==> config.mk <==
export PLATFORM = sky130hd
export DESIGN_NAME = mem_port_arbiter
export DESIGN_NICKNAME = d
export VERILOG_FILES = /design/src/rtl/mem_arb_pkg.sv /design/src/rtl/mem_arb_rr_pick.sv /design/src/rtl/mem_port_arbiter.sv
export SDC_FILE = /design/constraint.sdc
export NUM_CORES = 1
export LEC_CHECK = 0
export ABC_AREA = 1
export CORE_ASPECT_RATIO = 1.2
export CORE_MARGIN = 4
export CORE_UTILIZATION = 42
export DETAILED_ROUTE_END_ITERATION = 16
export PLACE_DENSITY = 0.81
export SLEW_MARGIN = 20
export SYNTH_ARGS = -nofsm -noshare
export SYNTH_HDL_FRONTEND = slang
export SYNTH_HIERARCHICAL = 1
export SYNTH_SLANG_ARGS = --single-unit
==> constraint.sdc <==
create_clock -name clk -period 1.85 [get_ports clk]
set_clock_uncertainty 0.15 [all_clocks]
set_input_delay 0.37 -clock clk [delete_from_list [all_inputs] [get_ports clk]]
set_output_delay 0.37 -clock clk [all_outputs]
set_load 0.1 [all_outputs]
==> src/rtl/mem_arb_pkg.sv <==
// Shared types and constants for the unified-memory port arbiter (mem_port_arbiter).
// Optional build macro MEM_ARB_DATA_PRIORITY_EN is consumed by mem_arb_rr_pick.
package mem_arb_pkg;

    typedef enum logic [1:0] {
        IDLE  = 2'd0,
        ISSUE = 2'd1,
        WAIT  = 2'd2,
        RESP  = 2'd3
    } state_t;

    localparam logic OWN_I = 1'b0;
    localparam logic OWN_D = 1'b1;

    localparam int LAT_W = 4;

endpackage

==> src/rtl/mem_arb_rr_pick.sv <==
// Combinational grant selection between fetch and data requesters.
// MEM_ARB_DATA_PRIORITY_EN: data always wins ties; otherwise round-robin on last_owner.
module mem_arb_rr_pick
    import mem_arb_pkg::*;
(
    input  logic i_req,
    input  logic d_req,
    input  logic last_owner,
    output logic grant_valid,
    output logic grant_owner
);

    always_comb begin
        grant_valid = i_req | d_req;
        grant_owner = OWN_I;
`ifdef MEM_ARB_DATA_PRIORITY_EN
        if (d_req) begin
            grant_owner = OWN_D;
        end
`else
        if (i_req && d_req) begin
            // Tie goes to whoever was not served last.
            grant_owner = ~last_owner;
        end else if (d_req) begin
            grant_owner = OWN_D;
        end
`endif
    end

endmodule

==> src/rtl/mem_port_arbiter.sv <==
// Shares one single-port 64-bit memory between instruction fetch and data load/store.
// Each access runs IDLE -> ISSUE -> WAIT (MEM_LAT cycles) -> RESP. Build macro: MEM_ARB_DATA_PRIORITY_EN.
module mem_port_arbiter
    import mem_arb_pkg::*;
#(
    parameter int ADDR_BITS = 6,
    parameter int MEM_LAT   = 1
) (
    input  logic                 clk,
    input  logic                 reset,
    input  logic                 i_req,
    input  logic [ADDR_BITS-1:0] i_addr,
    output logic                 i_ack,
    output logic [31:0]          i_rdata,
    input  logic                 d_req,
    input  logic                 d_we,
    input  logic [ADDR_BITS-1:0] d_addr,
    input  logic [63:0]          d_wdata,
    output logic                 d_ack,
    output logic [63:0]          d_rdata,
    output logic                 mem_en,
    output logic                 mem_we,
    output logic [ADDR_BITS-1:0] mem_addr,
    output logic [63:0]          mem_wdata,
    input  logic [63:0]          mem_rdata,
    output logic                 busy,
    output logic [1:0]           o_dbg_state
);

    state_t                 r_state;
    state_t                 w_next_state;
    logic                   r_owner;
    logic                   r_last_owner;
    logic [ADDR_BITS-1:0]   r_addr;
    logic                   r_we;
    logic [63:0]            r_wdata;
    logic [LAT_W-1:0]       r_cnt;
    logic [31:0]            r_i_rdata;
    logic [63:0]            r_d_rdata;
    logic                   w_grant_valid;
    logic                   w_grant_owner;
    logic                   w_last_wait;

    mem_arb_rr_pick u_pick (
        .i_req       (i_req),
        .d_req       (d_req),
        .last_owner  (r_last_owner),
        .grant_valid (w_grant_valid),
        .grant_owner (w_grant_owner)
    );

    // Counter is loaded with MEM_LAT in ISSUE; "<=" keeps a corrupt count from hanging WAIT.
    assign w_last_wait = (r_cnt <= LAT_W'(1));

    always_ff @(posedge clk) begin
        if (reset) begin
            r_state <= IDLE;
        end else begin
            r_state <= w_next_state;
        end
    end

    always_comb begin
        w_next_state = r_state;
        mem_en       = 1'b0;
        mem_we       = 1'b0;
        i_ack        = 1'b0;
        d_ack        = 1'b0;
        case (r_state)
            IDLE: begin
                if (w_grant_valid) begin
                    w_next_state = ISSUE;
                end
            end
            ISSUE: begin
                mem_en       = ~reset;
                mem_we       = ~reset & r_we;
                w_next_state = WAIT;
            end
            WAIT: begin
                if (w_last_wait) begin
                    w_next_state = RESP;
                end
            end
            RESP: begin
                i_ack        = ~reset & (r_owner == OWN_I);
                d_ack        = ~reset & (r_owner == OWN_D);
                w_next_state = IDLE;
            end
            default: w_next_state = IDLE;
        endcase
    end

    always_ff @(posedge clk) begin
        if (reset) begin
            r_owner      <= OWN_I;
            r_last_owner <= OWN_D;
            r_addr       <= '0;
            r_we         <= 1'b0;
            r_wdata      <= '0;
            r_cnt        <= '0;
            r_i_rdata    <= '0;
            r_d_rdata    <= '0;
        end else begin
            case (r_state)
                IDLE: begin
                    if (w_grant_valid) begin
                        r_owner <= w_grant_owner;
                        r_addr  <= (w_grant_owner == OWN_D) ? d_addr : i_addr;
                        r_we    <= (w_grant_owner == OWN_D) & d_we;
                        r_wdata <= d_wdata;
                    end
                end
                ISSUE: r_cnt <= LAT_W'(MEM_LAT);
                WAIT: begin
                    r_cnt <= r_cnt - LAT_W'(1);
                    if (w_last_wait) begin
                        if (r_owner == OWN_I) begin
                            r_i_rdata <= mem_rdata[31:0];
                        end else if (!r_we) begin
                            r_d_rdata <= mem_rdata;
                        end
                    end
                end
                RESP: r_last_owner <= r_owner;
                default: ;
            endcase
        end
    end

    assign mem_addr    = r_addr;
    assign mem_wdata   = r_wdata;
    assign i_rdata     = r_i_rdata;
    assign d_rdata     = r_d_rdata;
    assign busy        = (r_state != IDLE);
    assign o_dbg_state = r_state;

endmodule

# == Word level (Yosys, flattened, before mapping) ==
# Index checks and enable logic that the tools add are counted.
# totals
latchBits,0
input_bits,145
romBits,0
output_inout_bits,173
mem_count,0
ramBits,0
ff_bits,175
wordCells,44
# op_classes
add_sub_neg,1
bitwise,9
shifts,0
n_eq_ne,5
mux,11
mul,0
reduce_logical,8
n_div,0
magnitude_cmp,1
# op_table
operator,n
$pmux W2 S4,1
$pmux W4 S2,1
$mux W1,6
$mux W6,1
$and A1 B1 Y1,4
$eq A2 B2 Y1 const B,2
$le A4 B1 Y1 const B,1
$mux W2,2
$not A1 Y1,4
$reduce_and A2 Y1,2
$reduce_and A4 Y1,1
$reduce_bool A2 Y1,2
$sub A4 B1 Y4 const B,1
$reduce_and A3 Y1,1
$eq A2 B1 Y1 const B,1
$logic_not A2 Y1,1
$ne A2 B1 Y1 const B,1
$ne A2 B2 Y1 const B,1
$logic_and A1 B1 Y1,1
$or A1 B1 Y1,1

# == Longest topological paths before layout ==
# logic_depth
word_depth,3
mapped_depth,9
mapped_depth_nobuf,9

# == Hierarchy ==
# Netlist, hierarchy kept.
# by_module_without_submodules
mod,seq_area_each_um2,cells_per_inst,area_per_inst_um2,n_inst
mem_port_arbiter,3503.4,1024,7208.2,1
mem_arb_rr_pick,0.0,3,15.0,1

# == Least setup slack after synthesis ==
# No wires, ideal clock.
# synth_timing
path_type,register to output
start,"register r_state[1], in the netlist o_dbg_state[1]"
end,output port i_ack
n_path_buf,0
stages_incl_launch_ff,4
required_time_ns,1.330
t_arrival_ns,3.372
slack_ns,-2.042
cell_sequence,dfxtp_1 ha_1 inv_1 nor3_1
# synth_via
elab_chain_len,2
# synth_lines
element,line,source
"start, declared",mem_port_arbiter.sv:30,state_t r_state;
"start signal, assigned",mem_port_arbiter.sv:59,r_state <= w_next_state;
$eq A2 B2 Y1,mem_port_arbiter.sv:69,case (r_state)
$mux W1,mem_port_arbiter.sv:69,
"end, declared",mem_port_arbiter.sv:13,"output logic i_ack,"
# Every way passes these cells.

# == Worst setup path after layout ==
# layout_timing
start,"register r_state[0], in the netlist o_dbg_state[0]"
end,output port i_ack
# Same word-level chain as after synthesis.

==> flow_summary.yaml <==
floorplan:
  die_h_um: 152
  dieArea_um2: 19400
  start_util_pct: 42.9
  row_count: 52
  chipWidth_um: 128
  io_pins: 318
  core_region_area_um2: 16900
synthesis:
  synth_top_area_cell: "dfxtp_1"
  synth_top_area_share_pct: 48.5
  synth_compound_area_share_pct: 5.79
  synthCells: 1027
  synth.net_count: 1179
  synth_top_flop_cell: "dfxtp_1"
  synth_edf_count: 0
  synthTopCellsByArea: "dfxtp_1 (49%), nor2_1 (17%), nand2_1 (8.1%)"
  synth_top_family_by_area: "simple AND/OR/NAND/NOR gates"
  ys_types: 27
  yosys_register_bits: 175
  synthXorXnorAreaFrac_pct: 0
  synth_fa_ha_area_share_pct: 1.21
  postSynthAreaPerCell_um2: 7.03
  synth_warnings: 6
  synth_area_um2: 7220
  muxShareOfSynthArea_pct: 0
  yosys.area_share.simple_pct: 33.2
  synth_seq_area_share_pct: 48.5
  async_flop_share_pct: 0
timing:
  fin_crit_ns: 1.92
  fin_crit_sh_pct: 104
  finalHoldViolCount: 0
  setup_viol: 4
  final-max-slew-violation-count: 0
  rsz0062_at_grt: "yes"
  fin_ws_ns: -0.0653
  slew_headroom_pct: 75.6
  tightestPinTransition_ns: 0.367
  hold_slack_ns: 0.311
  fmax_ghz: 0.522
worst_setup_path:
  cp-end-kind: "output port"
  r2r-start: "r_cnt[0]"
  rrSetupSlack_ns: 0.14
  crit_buf_inv: 2
  path_class: "reg2out"
  critical-path-max-stage-delay_ns: 0.39
  worst_path_max_delay_cell: "dfxtp_4"
  critPathLaunchType: "flip-flop"
  critPathRequiredTime_ns: 1.33
  crit_fanout: 4
  critical_path_arrival_ns: 1.40
  ff2ff_path_depth: 8
  cp_top_family: "flip-flops"
  path_cells: "ha_4, inv_4, nor3_4, buf_12"
  r2r-end: "d_rdata[49]"
  critical_path.startpoint: "o_dbg_state[0]"
clock_network:
  cts_root_buf: "clkbuf_16"
  htreeDepth: 4
  cts_made_buffers: 17
  cts_tree: "built"
  cts_buffer_depth: 2
  clk_latency_ns: 0.41
  cts_sinks: 175
  postCtsHoldBufs: 0
  clk_pin_slew_worst_paths_ns: 0.07
route:
  wirelength_um: 23900
  firstDrtPassIters: 5
  postRouteAntennaNets: 0
  first_iter_violations: 481
  viasPerCell: 4.86
  drcViolationCount: 0
  dr_total_vias: 7535
  wl_per_cell_um: 15.4
placement:
  hpwl_um: 17700
  gp_congestion: 0.854
  io_buffers: 317
global_route:
  first_global_vias: 7330
  antenna_found_initial: 0
  grt-ovfl-total: 0
  gr-max-usage-layer: "met2"
  grt_util_met1_pct: 25.7
  grtUsageTotal_pct: 23.9
  grt.met3_usage_pct: 9.01
  grt_pass1_wl_um: 36800
  grt_max_degree: 84
  grt_use_met2_pct: 43.1
outcome:
  violations: "negative setup slack"
  status: "finished, violations left"
pwr:
  ir_drop_mv: 1.25
  p_per_area_nw_per_um2: 1820
  p_leak_nw: 5.79
worst_hold_path:
  min_path_cells: 3
  hold_end: "r_we"
  hp-class: "in2reg"
  worstHoldStart: "reset"
layout:
  mostFrequentLayoutCell: "nor2_1"
  finish.utilization_pct: 77.5
  drive_above_1_share_pct: 19.4
  ff_latch_area_um2: 3510
  multiInputGateArea_um2: 3000
  final_cell_mix: "nor2_1 (326), buf_12 (184), dfxtp_1 (173), nand2_1 (153), clkdlybuf4s50_1 (143)"
  num-fill-cells: 1058
  layout.nets: 1472
  num_antenna_cells: 0
  synthToLayoutAreaGrowth_pct: 80.9
flow_run:
  drv_cap: 0
## area by class of cell
cell class	instances	area share, %
sequential	175	26.9
tap	216	2.07
multi-input combinational	660	23.0
timing repair buffer	342	40.0
inverter	124	3.67
clock buffer	19	3.39
clock inverter	13	0.996
## Yosys cell counts, types with 2 or more instances
cell type and count:
nor2_4 2, buf_1 5, buf_2 32, clkbuf_1 22, nand3_1 12, buf_6 6
inv_2 3, ha_1 7, nor3_1 5, nand4_1 64, nand2_1 155, buf_4 3
a21oi_1 8, o21ai_0 65, nor2_1 328, clkinv_1 2, inv_1 119, dfxtp_1 175
o211ai_1 6
## cells by family (layout without fill, tap and decap cells)
logic type | Yosys count | count (layout)
AO/OA/AOI/OAI | 80 | 80
adder cells (fa/ha/maj) | 7 | 7
buffers and inverters | 192 | 498
flip-flops | 175 | 175
AND/OR/NAND/NOR | 573 | 573
## metrics by stage
stage	TNS (ns)	power, mW	setup WS [ns]	std cells	area [um^2]
finish	-0.174	23.8	-0.0653	1549	13100
global route	-0.431	24.7	-0.125	1549	13100
CTS	-0.350	23.9	-0.105	1549	13100
detailed placement	-12.18	20.3	-0.193	1513	12400
global placement	-4.39	20.0	-0.126	1513	12400
floorplan	-1.94	14.6	-0.237	1027	7280
## worst max-delay path by stage
stage / endpoint / slack [ns] / cells after the start
finish: i_ack / -0.07 / 4
CTS: mem_we / -0.10 / 5
detailed placement: mem_wdata[4] / -0.19 / 6
global route: i_ack / -0.13 / 4
floorplan: i_ack / -0.24 / 3
global placement: mem_wdata[4] / -0.13 / 6
## registers in the layout, indices dropped and copies added (netlist names)
signal and cells:
mem_wdata 64, r_we 1, r_last_owner 1, mem_addr 6, o_dbg_state 2, i_rdata 32, r_cnt 4, d_rdata 64
r_owner 1
## routing by layer
metal	up-vias	routed length [um]
li1	3751	-
met1	3429	8860
met2	317	12000
met3	38	2300
met4	0	702
met5	-	0
## what timing repair did
action / CTS / global route
gates cloned: 0 / 0
pin swaps: 4 / 3
setup buffers: 4 / 0
gates resized for setup: 10 / 4
endpoints found under the setup margin: 5 / 21
## worst register-to-register path: cells and delay by family (launching register included)
| family | cells | cell delay (ns) |
|---|---|---|
| flops | 1 | 0.33 |
| simple gates | 5 | 0.56 |
| fa+ha+maj | 1 | 0.22 |
| buf+inv | 2 | 0.35 |
## where the power goes
group | switching [mW] | total (mW) | internal (mW) | leakage [nW]
registers | 1.01 | 5.73 | 4.72 | 1.43
logic | 9.69 | 14.6 | 4.89 | 4.08
clock network | 1.54 | 3.46 | 1.92 | 0.278
(Power assumes the default switching activity.)
